===== config.mk =====
export PLATFORM = sky130hd
export DESIGN_NAME = mode1_handshake_ctrl_flat
export DESIGN_NICKNAME = d
export VERILOG_FILES = /design/src/rtl/mode1_handshake_ctrl_if.sv /design/src/rtl/mode1_handshake_ctrl.sv /design/src/flat_wrapper.sv
export SDC_FILE = /design/constraint.sdc
export NUM_CORES = 1
export LEC_CHECK = 0
export ABC_CLOCK_PERIOD_IN_PS = 6200
export CORE_UTILIZATION = 54
export DETAILED_ROUTE_END_ITERATION = 10
export PLACE_DENSITY = 0.85
export SYNTH_ARGS = -nofsm -noshare
export SYNTH_HDL_FRONTEND = slang
export SYNTH_SLANG_ARGS = --single-unit

===== constraint.sdc =====
create_clock -name clk -period 6.2 [get_ports clk]
set_input_delay 1.24 -clock clk [delete_from_list [all_inputs] [get_ports clk]]
set_output_delay 1.24 -clock clk [all_outputs]
set_load 0.01 [all_outputs]

===== src/rtl/mode1_handshake_ctrl_if.sv =====
// Signal bundle for the mode-1 strobed port: CPU bus, peripheral pins and handshake lines.
// The ovr flag exists only when OVERRUN_DET_EN is defined.
interface mode1_handshake_ctrl_if;
  logic       rd;
  logic       wr;
  logic       port_sel;
  logic       dir;
  logic       inte_wr;
  logic       inte_val;
  logic [7:0] d_in;
  logic [7:0] d_out;
  logic [7:0] pa_in;
  logic [7:0] pa_out;
  logic       pa_oe;
  logic       stb;
  logic       ack;
  logic       ibf;
  logic       obf_n;
  logic       intr;
`ifdef OVERRUN_DET_EN
  logic       ovr;

  modport master (
    output rd, wr, port_sel, dir, inte_wr, inte_val, d_in, pa_in, stb, ack,
    input  d_out, pa_out, pa_oe, ibf, obf_n, intr, ovr
  );

  modport slave (
    input  rd, wr, port_sel, dir, inte_wr, inte_val, d_in, pa_in, stb, ack,
    output d_out, pa_out, pa_oe, ibf, obf_n, intr, ovr
  );
`else
  modport master (
    output rd, wr, port_sel, dir, inte_wr, inte_val, d_in, pa_in, stb, ack,
    input  d_out, pa_out, pa_oe, ibf, obf_n, intr
  );

  modport slave (
    input  rd, wr, port_sel, dir, inte_wr, inte_val, d_in, pa_in, stb, ack,
    output d_out, pa_out, pa_oe, ibf, obf_n, intr
  );
`endif
endinterface


===== src/rtl/mode1_handshake_ctrl.sv =====
// 8255-style mode-1 strobed I/O port controller with synchronized RD/WR/STB/ACK handshakes.
// Defining OVERRUN_DET_EN adds a sticky overrun flag (ovr).
module mode1_handshake_ctrl #(
  parameter int unsigned SYNC_STAGES = 2
) (
  input logic                   clk,
  input logic                   rst,
  mode1_handshake_ctrl_if.slave bus
);

  typedef enum logic [2:0] {StIdle, StInFull, StInRd, StOutFull, StOutAck} state_e;

  state_e state_q, state_d;

  logic [SYNC_STAGES-1:0] rd_sync_q, wr_sync_q, stb_sync_q, ack_sync_q;
  logic rd_dly_q, wr_dly_q, stb_dly_q, ack_dly_q;
  logic rd_s, wr_s, stb_s, ack_s;
  logic rd_fall_sel, rd_rise_sel, wr_fall_sel, wr_rise_sel;
  logic stb_fall, stb_rise, ack_fall, ack_rise;

  logic       dir_q, dir_prev_q, dir_change;
  logic       inte_q;
  logic       ibf_q, ibf_d;
  logic       obf_n_q, obf_n_d;
  logic       intr_q, intr_d;
  logic [7:0] d_out_q, d_out_d;
  logic [7:0] pa_out_q, pa_out_d;
  logic       pend_q, pend_d;
  logic [7:0] pend_data_q, pend_data_d;

  // Synchronizers idle high so reset never looks like a strobe edge.
  always_ff @(posedge clk or posedge rst) begin
    if (rst) begin
      rd_sync_q  <= '1;
      wr_sync_q  <= '1;
      stb_sync_q <= '1;
      ack_sync_q <= '1;
      rd_dly_q   <= 1'b1;
      wr_dly_q   <= 1'b1;
      stb_dly_q  <= 1'b1;
      ack_dly_q  <= 1'b1;
    end else begin
      rd_sync_q  <= {rd_sync_q[SYNC_STAGES-2:0], bus.rd};
      wr_sync_q  <= {wr_sync_q[SYNC_STAGES-2:0], bus.wr};
      stb_sync_q <= {stb_sync_q[SYNC_STAGES-2:0], bus.stb};
      ack_sync_q <= {ack_sync_q[SYNC_STAGES-2:0], bus.ack};
      rd_dly_q   <= rd_s;
      wr_dly_q   <= wr_s;
      stb_dly_q  <= stb_s;
      ack_dly_q  <= ack_s;
    end
  end

  assign rd_s  = rd_sync_q[SYNC_STAGES-1];
  assign wr_s  = wr_sync_q[SYNC_STAGES-1];
  assign stb_s = stb_sync_q[SYNC_STAGES-1];
  assign ack_s = ack_sync_q[SYNC_STAGES-1];

  assign rd_fall_sel = rd_dly_q & ~rd_s & bus.port_sel;
  assign rd_rise_sel = ~rd_dly_q & rd_s & bus.port_sel;
  assign wr_fall_sel = wr_dly_q & ~wr_s & bus.port_sel;
  assign wr_rise_sel = ~wr_dly_q & wr_s & bus.port_sel;
  assign stb_fall    = stb_dly_q & ~stb_s;
  assign stb_rise    = ~stb_dly_q & stb_s;
  assign ack_fall    = ack_dly_q & ~ack_s;
  assign ack_rise    = ~ack_dly_q & ack_s;

  assign dir_change  = dir_q ^ dir_prev_q;

  always_comb begin
    state_d     = state_q;
    ibf_d       = ibf_q;
    obf_n_d     = obf_n_q;
    intr_d      = intr_q;
    d_out_d     = d_out_q;
    pa_out_d    = pa_out_q;
    pend_d      = pend_q;
    pend_data_d = pend_data_q;

    if (dir_change) begin
      state_d = StIdle;
      ibf_d   = 1'b0;
      obf_n_d = 1'b1;
      intr_d  = 1'b0;
      pend_d  = 1'b0;
    end else if (dir_q) begin
      case (state_q)
        StIdle: begin
          if (stb_fall) begin
            d_out_d = bus.pa_in;
            ibf_d   = 1'b1;
            state_d = StInFull;
          end
        end
        StInFull: begin
          // A same-cycle RD fall beats the STB rise, leaving INTR low.
          if (rd_fall_sel) begin
            intr_d  = 1'b0;
            state_d = StInRd;
          end else if (stb_rise) begin
            intr_d = inte_q;
          end
        end
        StInRd: begin
          if (rd_rise_sel) begin
            ibf_d   = 1'b0;
            state_d = StIdle;
          end
        end
        default: state_d = StIdle;
      endcase
    end else begin
      case (state_q)
        StIdle, StOutFull: begin
          if (wr_fall_sel) intr_d = 1'b0;
          if (state_q == StOutFull && ack_fall) begin
            obf_n_d = 1'b1;
            state_d = StOutAck;
            if (wr_rise_sel) begin
              pend_d      = 1'b1;
              pend_data_d = bus.d_in;
            end
          end else if (wr_rise_sel) begin
            pa_out_d = bus.d_in;
            obf_n_d  = 1'b0;
            state_d  = StOutFull;
            pend_d   = 1'b0;
          end else if (pend_q) begin
            pa_out_d = pend_data_q;
            obf_n_d  = 1'b0;
            state_d  = StOutFull;
            pend_d   = 1'b0;
          end
        end
        StOutAck: begin
          // Writes during the acknowledge are parked and replayed from IDLE.
          if (wr_rise_sel) begin
            pend_d      = 1'b1;
            pend_data_d = bus.d_in;
          end
          if (ack_rise) begin
            intr_d  = inte_q;
            state_d = StIdle;
          end
        end
        default: state_d = StIdle;
      endcase
    end

    if (bus.inte_wr && !bus.inte_val) intr_d = 1'b0;
  end

  always_ff @(posedge clk or posedge rst) begin
    if (rst) begin
      state_q     <= StIdle;
      ibf_q       <= 1'b0;
      obf_n_q     <= 1'b1;
      intr_q      <= 1'b0;
      inte_q      <= 1'b0;
      d_out_q     <= '0;
      pa_out_q    <= '0;
      pend_q      <= 1'b0;
      pend_data_q <= '0;
      dir_q       <= 1'b0;
      dir_prev_q  <= 1'b0;
    end else begin
      state_q     <= state_d;
      ibf_q       <= ibf_d;
      obf_n_q     <= obf_n_d;
      intr_q      <= intr_d;
      d_out_q     <= d_out_d;
      pa_out_q    <= pa_out_d;
      pend_q      <= pend_d;
      pend_data_q <= pend_data_d;
      dir_q       <= bus.dir;
      dir_prev_q  <= dir_q;
      if (bus.inte_wr) inte_q <= bus.inte_val;
    end
  end

  assign bus.d_out  = d_out_q;
  assign bus.pa_out = pa_out_q;
  assign bus.pa_oe  = ~bus.dir;
  assign bus.ibf    = ibf_q;
  assign bus.obf_n  = obf_n_q;
  assign bus.intr   = intr_q;

`ifdef OVERRUN_DET_EN
  logic ovr_q, ovr_d;

  always_comb begin
    ovr_d = ovr_q;
    if (rd_fall_sel) ovr_d = 1'b0;
    if (dir_q ? (stb_fall & ibf_q) : (wr_rise_sel & ~obf_n_q)) ovr_d = 1'b1;
    if (dir_change) ovr_d = 1'b0;
  end

  always_ff @(posedge clk or posedge rst) begin
    if (rst) ovr_q <= 1'b0;
    else     ovr_q <= ovr_d;
  end

  assign bus.ovr = ovr_q;
`endif

endmodule


===== src/flat_wrapper.sv =====
// flat-port wrapper written by rule: the top's interface ports become plain ports
module mode1_handshake_ctrl_flat 
#(
  parameter int unsigned SYNC_STAGES = 2
)
  (clk, rst, bus_rd, bus_wr, bus_port_sel, bus_dir, bus_inte_wr, bus_inte_val, bus_d_in, bus_pa_in, bus_stb, bus_ack, bus_d_out, bus_pa_out, bus_pa_oe, bus_ibf, bus_obf_n, bus_intr);
  mode1_handshake_ctrl_if bus_i ();
  input logic clk;
  input logic rst;
  input wire logic [$bits(bus_i.rd)-1:0] bus_rd;
  input wire logic [$bits(bus_i.wr)-1:0] bus_wr;
  input wire logic [$bits(bus_i.port_sel)-1:0] bus_port_sel;
  input wire logic [$bits(bus_i.dir)-1:0] bus_dir;
  input wire logic [$bits(bus_i.inte_wr)-1:0] bus_inte_wr;
  input wire logic [$bits(bus_i.inte_val)-1:0] bus_inte_val;
  input wire logic [$bits(bus_i.d_in)-1:0] bus_d_in;
  input wire logic [$bits(bus_i.pa_in)-1:0] bus_pa_in;
  input wire logic [$bits(bus_i.stb)-1:0] bus_stb;
  input wire logic [$bits(bus_i.ack)-1:0] bus_ack;
  output wire logic [$bits(bus_i.d_out)-1:0] bus_d_out;
  output wire logic [$bits(bus_i.pa_out)-1:0] bus_pa_out;
  output wire logic [$bits(bus_i.pa_oe)-1:0] bus_pa_oe;
  output wire logic [$bits(bus_i.ibf)-1:0] bus_ibf;
  output wire logic [$bits(bus_i.obf_n)-1:0] bus_obf_n;
  output wire logic [$bits(bus_i.intr)-1:0] bus_intr;
  assign bus_i.rd = bus_rd;
  assign bus_i.wr = bus_wr;
  assign bus_i.port_sel = bus_port_sel;
  assign bus_i.dir = bus_dir;
  assign bus_i.inte_wr = bus_inte_wr;
  assign bus_i.inte_val = bus_inte_val;
  assign bus_i.d_in = bus_d_in;
  assign bus_i.pa_in = bus_pa_in;
  assign bus_i.stb = bus_stb;
  assign bus_i.ack = bus_ack;
  assign bus_d_out = bus_i.d_out;
  assign bus_pa_out = bus_i.pa_out;
  assign bus_pa_oe = bus_i.pa_oe;
  assign bus_ibf = bus_i.ibf;
  assign bus_obf_n = bus_i.obf_n;
  assign bus_intr = bus_i.intr;
  mode1_handshake_ctrl #(.SYNC_STAGES(SYNC_STAGES)) u_core (.clk(clk), .rst(rst), .bus(bus_i));
endmodule

==> results of run 1 <==
-- state kept, by name, indices dropped and copies added (netlist names), 2 cells and up --
name	flops
u_core.bus.pa_out	8
u_core.state_q	3
u_core.rd_sync_q	2
u_core.bus.d_out	8
u_core.stb_sync_q	2
u_core.ack_sync_q	2
u_core.wr_sync_q	2
u_core.pend_data_q	8
-- placed cells by master, fill, tap and decap left out, drive strengths merged, types with 5 or more instances in the layout --
master	synthesis	layout
clkdlybuf4s50	0	45
dfrtp	33	33
nand2	24	24
mux2	17	17
nor2	15	15
dfstp	13	13
a31oi	8	8
o21ai	7	7
clkbuf	2	7
inv	6	5
nand3	5	5
-- final cells by class --
class / count / area [µm²]
timing repair buffer: 46 / 458
multi-input combinational: 124 / 857
fill: 278 / 1010
tap: 48 / 60.1
inverter: 6 / 22.5
clock inverter: 1 / 30.0
clock buffer: 7 / 86.3
sequential: 46 / 1170
-- layer usage --
layer | wire length, µm | up-vias | track usage (%) | share of wire, %
li1 | - | 739 | - | -
met1 | 1680 | 745 | 28.0 | 42
met3 | 274 | 12 | 7.68 | 6.8
met2 | 1960 | 56 | 36.4 | 49
met4 | 99 | 0 | 11.1 | 2.5
met5 | 0 | - | 0 | 0
-- how the worst min path moves through the flow --
stage                                               from                        endpoint  cells after the start
after floorplan           u_core.ack_sync_q[0]$_DFF_PP1_  u_core.ack_sync_q[1]$_DFF_PP1_                      0
after global placement    u_core.stb_sync_q[0]$_DFF_PP1_  u_core.stb_sync_q[1]$_DFF_PP1_                      0
after detailed placement  u_core.ack_sync_q[0]$_DFF_PP1_  u_core.ack_sync_q[1]$_DFF_PP1_                      0
after CTS                 u_core.ack_sync_q[0]$_DFF_PP1_  u_core.ack_sync_q[1]$_DFF_PP1_                      0
after global routing      u_core.stb_sync_q[0]$_DFF_PP1_  u_core.stb_sync_q[1]$_DFF_PP1_                      0
final                      u_core.wr_sync_q[0]$_DFF_PP1_   u_core.wr_sync_q[1]$_DFF_PP1_                      0
-- kinds of logic after synthesis --
group | share of synthesized area (%)
AO/OA/AOI/OAI | 11.5
XOR/XNOR | 0.840
adder cells (fa/ha/maj) | 1.20
buffers and inverters | 2.94
flip-flops | 56.0
multiplexers | 9.18
AND/OR/NAND/NOR | 18.4
-- worst max-delay path: cells and delay by family --
family   cells  cell delay, ps
buf+inv      3            1000
-- power by group through the flow --
| stage | logic, mW | registers [mW] | clock network [mW] |
|---|---|---|---|
| floorplan | 0.159 | 0.444 | 0 |
| global placement | 0.321 | 0.430 | 0 |
| detailed placement | 0.328 | 0.435 | 0 |
| CTS | 0.331 | 0.430 | 0.235 |
| global route | 0.358 | 0.441 | 0.248 |
| finish | 0.328 | 0.429 | 0.230 |
==> out/results.ini, run 1 <==
[outcome]
status = complete, no violations

[placement]
gp_congestion = 0.906
place_area_um2 = 2560
dpl_worst_slack_ps = 2720
dp_hpwl_um = 2820
placed_cells = 270
io_buffer_count = 45

[detailed_routing]
drtIter0Drc = 95
wl_per_cell_um = 14.4
drc_errors = 0
ant_nets = 0
wl_um = 4010
vias = 1552
via_per_inst = 5.58
firstDrtPassIters = 4

[clock_tree]
numCtsBuffers = 5
cts_tree = built
clkTransAtPathRegs_ps = 80
holdBufCountCts = 0
clockBufferDepth = 2
postCtsSetupBuffers = 0
ctsResizeCount = 0
clkLatencyLatePin_ps = 300
clock-sinks = 46
clockRootBuffer = clkbuf_8
htreeDepth = 2

[timing]
timing.hold.ws_ps = 358
drv_slew = 0
setup_ws_ps = 2720
fin_crit_ps = 3480
clock_skew_ps = 6.59
relSlewSlack_pct = 59.3
timing.final.crit_share_pct = 56.1
finalSetupViolCount = 0
finalSetupTns_ps = 0
rsz0062_at_grt = no
max_freq_mhz = 287
worst_slew_pin_slew_ps = 609
hold_viol = 0

[floorplanning]
core_area_um2 = 3690
io_pins = 46
die_area_um2 = 4120
fp.dieH_um = 64.2
floorplan.rows = 22
die_w_um = 64.2
start_util_pct = 56.5

[cells_and_area]
instances_no_fill = 278
layout-drive-gt1-share_pct = 19.1
post-route-util_pct = 72.7
num_antenna_cells = 0
areaGrowthSynthToFinish_pct = 28.6
final_nets = 257
fin_area_um2 = 2680

[yosys]
synth_edf_count = 0
ys_warn_count = 0
synth-seq-area-share_pct = 56.0
synth_area_leaders = dfrtp_1 (40%), dfstp_2 (16%), mux2_2 (8.6%)
ys_types = 45
syn_area_per_cell_um2 = 11.4
synth_nets = 211
synth_top_area_cell = dfrtp_1
synth_most_common_cell = dfrtp_1
syn_inst = 183
ys_ff_latch = 46
synth_common_cells = dfrtp_1 (33), nand2_1 (23), mux2_2 (16), nor2_1 (14), dfstp_2 (13)
mappedNetlistArea_um2 = 2090
synth_top_cell_area_share_pct = 39.6
async_flop_share_pct = 100
yosys_most_used_dff = dfrtp_1

[grt]
grt_usage_pct = 22.9
grt_max_degree = 47
grt_pass1_vias = 1552
grt_pass1_wl_um = 6980
grt_antenna_before_repair = 0
grt-ovfl-total = 0

[critical_path]
critPathSlowestCell = clkdlybuf4s50_1
crit_top_cell = clkdlybuf4s50_1
worstReg2RegStart = u_core.dir_q$_DFF_PP0_
path_max_fanout = 2
crit_start = bus_dir
cp-start-kind = input port
end_kind = output pin
setup.reg_to_reg.worst_slack_ps = 3750
reg2reg_depth = 5
rr_endpoint = u_core.bus.d_out[2]$_DFFE_PP0P_
critPathMaxStageDelay_ps = 520
crit_path_end = bus_pa_oe
critPathKind = in2out
path_cells = clkdlybuf4s50_1, inv_1, clkdlybuf4s50_1
cp.required_ps = 4960
arrival_ps = 2240

[power_and_ir_drop]
p_int_mw = 0.699
total_power_mw = 0.987
powerDensity_nw_per_um2 = 368
p_switching_mw = 0.288
p_seq_share_pct = 43.5
sw_frac_of_total_pct = 29.2
total_leakage_power_nw = 1.13
p_clk_share_pct = 23.3
combPwrFrac_pct = 33.2
peakVddDrop_uv = 223

[worst_hold_path]
hp-class = reg2reg

[flow_run]
max_cap_viol_count = 0

No activity file was read; power rests on OpenSTA's default activity.
==> run 2: changes to the inputs <==
--- a/config.mk
+++ b/config.mk
@@ -5,10 +5,10 @@
 export SDC_FILE = /design/constraint.sdc
 export NUM_CORES = 1
 export LEC_CHECK = 0
-export ABC_CLOCK_PERIOD_IN_PS = 6200
-export CORE_UTILIZATION = 54
+export ABC_CLOCK_PERIOD_IN_PS = 3500
+export CORE_UTILIZATION = 50
 export DETAILED_ROUTE_END_ITERATION = 10
-export PLACE_DENSITY = 0.85
+export PLACE_DENSITY = 0.79
 export SYNTH_ARGS = -nofsm -noshare
 export SYNTH_HDL_FRONTEND = slang
 export SYNTH_SLANG_ARGS = --single-unit
==> constraint.sdc (replaced) <==
create_clock -name clk -period 3.5 [get_ports clk]
set_input_delay 0.7 -clock clk [delete_from_list [all_inputs] [get_ports clk]]
set_output_delay 0.7 -clock clk [all_outputs]
set_load 0.01 [all_outputs]
==> run 2 against run 1 <==
Effect of this change:
- final area up 0.37%
- critical path depth up 1
- total power up 75%
==> out/results.ini, run 2 (synthesis gave the netlist of run 1 again) <==
[outcome]
status = complete, no violations  ; unchanged

[clock_tree]
clockBufferDepth = 2  ; unchanged
holdBufCountCts = 0  ; unchanged
clock-sinks = 46  ; unchanged
postCtsSetupBuffers = 0  ; unchanged
clkTransAtPathRegs_ps = 80  ; about the same
cts_tree = built  ; unchanged
ctsResizeCount = 0  ; unchanged
clockRootBuffer = clkbuf_8  ; unchanged
numCtsBuffers = 5  ; unchanged
htreeDepth = 2  ; unchanged
clkLatencyLatePin_ps = 290  ; was 300 ps

[critical_path]
arrival_ps = 2600  ; was 2240 ps
end_kind = register  ; was output pin
cp.required_ps = 3680  ; was 4960 ps
cp-start-kind = register  ; was input port
path_max_fanout = 15  ; was 2
critPathKind = reg2reg  ; was in2out

[cells_and_area]
fill_cells = 311  ; was 278
final_cell_mix = clkdlybuf4s50_1 (45), dfrtp_1 (33), nand2_1 (23)  ; unchanged
layout_commonest_cell = clkdlybuf4s50_1  ; unchanged
layout-drive-gt1-share_pct = 19.9  ; was 19.1%
final_nets = 258  ; was 257
num_antenna_cells = 0  ; unchanged
areaGrowthSynthToFinish_pct = 29.0  ; was 28.6%

[flow_run]
max_cap_viol_count = 0  ; unchanged

[placement]
dpl_worst_slack_ps = 869  ; was 2720 ps
gp_congestion = 0.839  ; was 0.906
dp_hpwl_um = 2710  ; was 2820 µm
io_buffer_count = 45  ; unchanged

[floorplanning]
start_util_pct = 52.1  ; was 56.5%
core_area_um2 = 4000  ; was 3690 µm²
fp.dieH_um = 66.6  ; was 64.2 µm
die_w_um = 66.6  ; was 64.2 µm
io_pins = 46  ; unchanged
die_area_um2 = 4430  ; was 4120 µm²
floorplan.rows = 23  ; was 22

[timing]
finalSetupViolCount = 0  ; unchanged
timing.final.crit_share_pct = 69.3
hold_viol = 0  ; unchanged
clock_skew_ps = 6.11  ; was 6.59 ps
worst_slew_pin_slew_ps = 919  ; was 609 ps
drv_slew = 0  ; unchanged
finalSetupTns_ps = 0  ; unchanged
max_freq_mhz = 412
rsz0062_at_grt = no  ; unchanged
setup_ws_ps = 1070  ; was 2720 ps
fin_crit_ps = 2430
relSlewSlack_pct = 38.7  ; was 59.3%

[detailed_routing]
wl_um = 3830  ; was 4010 µm
vias = 1526  ; was 1,552
wl_per_cell_um = 13.6  ; was 14.4 µm
ant_nets = 0  ; unchanged
firstDrtPassIters = 4  ; unchanged
drtIter0Drc = 93  ; was 95
drc_errors = 0  ; unchanged
via_per_inst = 5.43  ; was 5.58

[grt]
grt_antenna_before_repair = 0  ; unchanged
grt_max_degree = 47  ; unchanged
grt_pass1_wl_um = 6540  ; was 6980 µm
grt-ovfl-total = 0  ; unchanged
grt_pass1_vias = 1439  ; was 1,552
grt_usage_pct = 20.0  ; was 22.9%

[power_and_ir_drop]
powerDensity_nw_per_um2 = 644  ; was 368 nW/µm²
peakVddDrop_uv = 391  ; was 223 µV
total_leakage_power_nw = 1.14  ; was 1.13 nW
total_power_mw = 1.73  ; was 0.987 mW

[worst_hold_path]
hp-class = reg2reg  ; unchanged

run 2: area by class of cell:
| cell class | instances | area [µm²] | share of cell area (%) |
|---|---|---|---|
| Sequential cell | 46 | 1170 | 43.4 |
| Tap cell | 50 | 62.6 | 2.32 |
| Inverter | 6 | 22.5 | 0.837 |
| Clock inverter | 1 | 30.0 | 1.12 |
| Timing Repair Buffer | 47 | 465 | 17.3 |
| Clock buffer | 7 | 86.3 | 3.21 |
| Multi-Input combinational cell | 124 | 857 | 31.8 |
run 2: path summary, 6_finish.rpt:
check	startpoint	end	slack (ps)	cells after the start
min reg2reg	u_core.ack_sync_q[0]$_DFF_PP1_	u_core.ack_sync_q[1]$_DFF_PP1_	360	0
max reg2reg	u_core.dir_q$_DFF_PP0_	u_core.pend_data_q[6]$_DFFE_PP0P_	1070	4
min in group asynchronous	rst	u_core.pend_data_q[7]$_DFFE_PP0P_	920	2
max in group asynchronous	rst	u_core.bus.ibf$_DFFE_PP0P_	2000	2
max	u_core.dir_q$_DFF_PP0_	u_core.pend_data_q[6]$_DFFE_PP0P_	1070	4
min	u_core.ack_sync_q[0]$_DFF_PP1_	u_core.ack_sync_q[1]$_DFF_PP1_	360	0
run 2: where the power goes:
part           switching [mW]  internal (mW)
clock network           0.164          0.233
logic                   0.235          0.341
registers              0.0937          0.665
run 2: critical path: stages (launching register included):
cell     delay, ps
dfrtp_1        680
inv_1          100
ha_1           470
nor4_4         660
mux2_2         410
run 2: stage by stage:
stage	hold WS [ps]	utilization [%]	cell area, µm²	instances
after global placement	346	64.4	2570	273
after CTS	358	67.3	2690	281
after detailed placement	347	64.4	2570	273
final	358	67.3	2690	281
after floorplan	345	-	2090	183
after global routing	367	67.3	2690	281
run 2: per-layer routing:
layer	GRT usage, %	vias to the layer above	part of all wire [%]
met5	0	-	0
met4	7.71	0	1.4
met3	4.79	6	3.6
met2	29.4	40	49
met1	28.3	740	46
li1	-	740	-
==> run 3: changes to the inputs <==
--- a/config.mk
+++ b/config.mk
@@ -5,7 +5,7 @@
 export SDC_FILE = /design/constraint.sdc
 export NUM_CORES = 1
 export LEC_CHECK = 0
-export ABC_CLOCK_PERIOD_IN_PS = 3500
+export ABC_CLOCK_PERIOD_IN_PS = 2500
 export CORE_UTILIZATION = 50
 export DETAILED_ROUTE_END_ITERATION = 10
 export PLACE_DENSITY = 0.79
==> constraint.sdc (replaced) <==
create_clock -name clk -period 2.5 [get_ports clk]
set_input_delay 0.5 -clock clk [delete_from_list [all_inputs] [get_ports clk]]
set_output_delay 0.5 -clock clk [all_outputs]
set_load 0.01 [all_outputs]
==> run 3 against run 2 <==
Effect of this change:
- die area unchanged
- register-to-register slack worse by 640 ps
- cell count up 1.1%
- maximum frequency up 17%
- sequential power up 40%
- core utilization up 0.69 points
==> out/results.ini, run 3 (synthesis gave the netlist of run 1 again) <==
[clock_tree]
numCtsBuffers = 5  ; unchanged
cts_tree = built  ; unchanged
ctsResizeCount = 0  ; unchanged
clockBufferDepth = 2  ; unchanged
clock-sinks = 46  ; unchanged
htreeDepth = 2  ; unchanged
holdBufCountCts = 0  ; unchanged
clkLatencyLatePin_ps = 290  ; about the same
postCtsSetupBuffers = 0  ; unchanged
clkTransAtPathRegs_ps = 80  ; about the same
clockRootBuffer = clkbuf_8  ; unchanged

[floorplanning]
io_pins = 46  ; unchanged
start_util_pct = 52.1  ; unchanged
core_area_um2 = 4000  ; unchanged
die_w_um = 66.6  ; unchanged
floorplan.rows = 23  ; unchanged
fp.dieH_um = 66.6  ; unchanged
die_area_um2 = 4430  ; unchanged

[placement]
gp_congestion = 0.856  ; was 0.839
place_area_um2 = 2610  ; was 2570 µm²
placed_cells = 276  ; was 273
dp_hpwl_um = 2810  ; was 2710 µm
dpl_worst_slack_ps = 203  ; was 869 ps
io_buffer_count = 45  ; unchanged

[worst_hold_path]
hp-class = reg2reg  ; unchanged

[critical_path]
end_kind = register  ; unchanged
critPathKind = reg2reg  ; unchanged
cp-start-kind = register  ; unchanged
cp.required_ps = 2680  ; was 3680 ps
path_max_fanout = 13  ; was 15
arrival_ps = 2250  ; was 2600 ps

[timing]
relSlewSlack_pct = 61.2  ; was 38.7%
max_freq_mhz = 484  ; was 412 MHz
finalSetupTns_ps = 0  ; unchanged
finalSetupViolCount = 0  ; unchanged
hold_viol = 0  ; unchanged
clock_skew_ps = 5.97  ; was 6.11 ps
timing.final.crit_share_pct = 82.7  ; was 69.3%
worst_slew_pin_slew_ps = 578  ; was 919 ps
rsz0062_at_grt = no  ; unchanged
setup_ws_ps = 432  ; was 1070 ps
fin_crit_ps = 2070  ; was 2430 ps
drv_slew = 0  ; unchanged

[cells_and_area]
final_cell_mix = clkdlybuf4s50_1 (45), dfrtp_1 (33), nand2_1 (23)  ; unchanged
final_nets = 261  ; was 258
post-route-util_pct = 68.0  ; was 67.3%
layout-drive-gt1-share_pct = 21.4  ; was 19.9%
fill_cells = 298  ; was 311
instances_no_fill = 284  ; was 281
regArea_um2 = 1170  ; unchanged
num_antenna_cells = 0  ; unchanged
multiInputGateArea_um2 = 857  ; unchanged
fin_area_um2 = 2720  ; was 2690 µm²
layout_commonest_cell = clkdlybuf4s50_1  ; unchanged
areaGrowthSynthToFinish_pct = 30.4  ; was 29.0%

[power_and_ir_drop]
sw_frac_of_total_pct = 29.1  ; was 28.5%
p_clk_share_pct = 22.2  ; was 22.9%
total_leakage_power_nw = 1.16  ; was 1.14 nW
p_int_mw = 1.71  ; was 1.24 mW
p_switching_mw = 0.701  ; was 0.493 mW
p_seq_share_pct = 43.8  ; about the same
peakVddDrop_uv = 471  ; was 391 µV
combPwrFrac_pct = 34.0  ; was 33.3%
powerDensity_nw_per_um2 = 886  ; was 644 nW/µm²

[grt]
grt_usage_pct = 20.0  ; about the same
grt_max_degree = 26  ; was 47
top_usage_layer = met2  ; unchanged
grt_antenna_before_repair = 0  ; unchanged
grt_util_met3_pct = 5.31  ; was 4.79%
grt_util_met2_pct = 32.6  ; was 29.4%
grt_pass1_wl_um = 6670  ; was 6540 µm
grt_pass1_vias = 1516  ; was 1,439
grt-ovfl-total = 0  ; unchanged
grt_use_met1_pct = 26.2  ; was 28.3%

[detailed_routing]
drtIter0Drc = 96  ; was 93
wl_um = 3890  ; was 3830 µm
via_per_inst = 5.46  ; was 5.43
drc_errors = 0  ; unchanged
ant_nets = 0  ; unchanged
wl_per_cell_um = 13.7  ; was 13.6 µm
firstDrtPassIters = 4  ; unchanged
vias = 1550  ; was 1,526

[outcome]
status = complete, no violations  ; unchanged

[flow_run]
max_cap_viol_count = 0  ; unchanged

[run 3: cell types whose count changed in the layout (fill, tap and decap cells not counted), sizes merged]
cell,change
buf,+3
clkbuf,-2
clkinv,+2
[run 3: worst max-delay path, cell delays in order (launching register included)]
cell     delay, ps
dfrtp_1        370
inv_1           50
ha_1           480
nor2b_1        260
nand4_1        380
mux2_2         410
[run 3: power groups by stage]
stage	registers (mW)	logic, mW	clock network (mW)
2_1_floorplan	1.10	0.394	0
3_3_place_gp	1.06	0.809	0
4_1_cts	1.06	0.827	0.549
6_report	1.06	0.818	0.536
3_5_place_dp	1.07	0.823	0
5_1_grt	1.08	0.894	0.577
[run 3: worst paths after layout]
path	startpoint	endpoint	slack, ps	cells past startpoint
max reg2reg	u_core.dir_prev_q$_DFF_PP0_	u_core.bus.d_out[5]$_DFFE_PP0P_	430	5
min	u_core.ack_sync_q[0]$_DFF_PP1_	u_core.ack_sync_q[1]$_DFF_PP1_	360	0
min in group asynchronous	rst	u_core.pend_data_q[1]$_DFFE_PP0P_	540	2
max in group asynchronous	rst	u_core.stb_dly_q$_DFF_PP1_	1400	3
min reg2reg	u_core.ack_sync_q[0]$_DFF_PP1_	u_core.ack_sync_q[1]$_DFF_PP1_	360	0
max	u_core.dir_prev_q$_DFF_PP0_	u_core.bus.d_out[5]$_DFFE_PP0P_	430	5
[run 3: per-layer routing]
metal / up-vias / routed length [µm]
met5: - / 0
met4: 0 / 46
met3: 6 / 173
met2: 35 / 1970
met1: 761 / 1700
li1: 748 / -
[run 3: layout make-up]
| type | count | area share (%) |
|---|---|---|
| repair buffers | 50 | 18.4 |
| inverters | 6 | 0.828 |
| multi-input cells | 124 | 31.5 |
| clock inverters | 3 | 1.47 |
| well taps | 50 | 2.30 |
| clock buffers | 5 | 2.53 |
| flip-flops and latches | 46 | 42.9 |
[run 3: through the flow]
| stage | power, mW | hold WS, ps |
|---|---|---|
| floorplan | 1.49 | 345 |
| global route | 2.56 | 363 |
| global placement | 1.87 | 346 |
| CTS | 2.43 | 359 |
| finish | 2.41 | 358 |
| detailed placement | 1.89 | 347 |
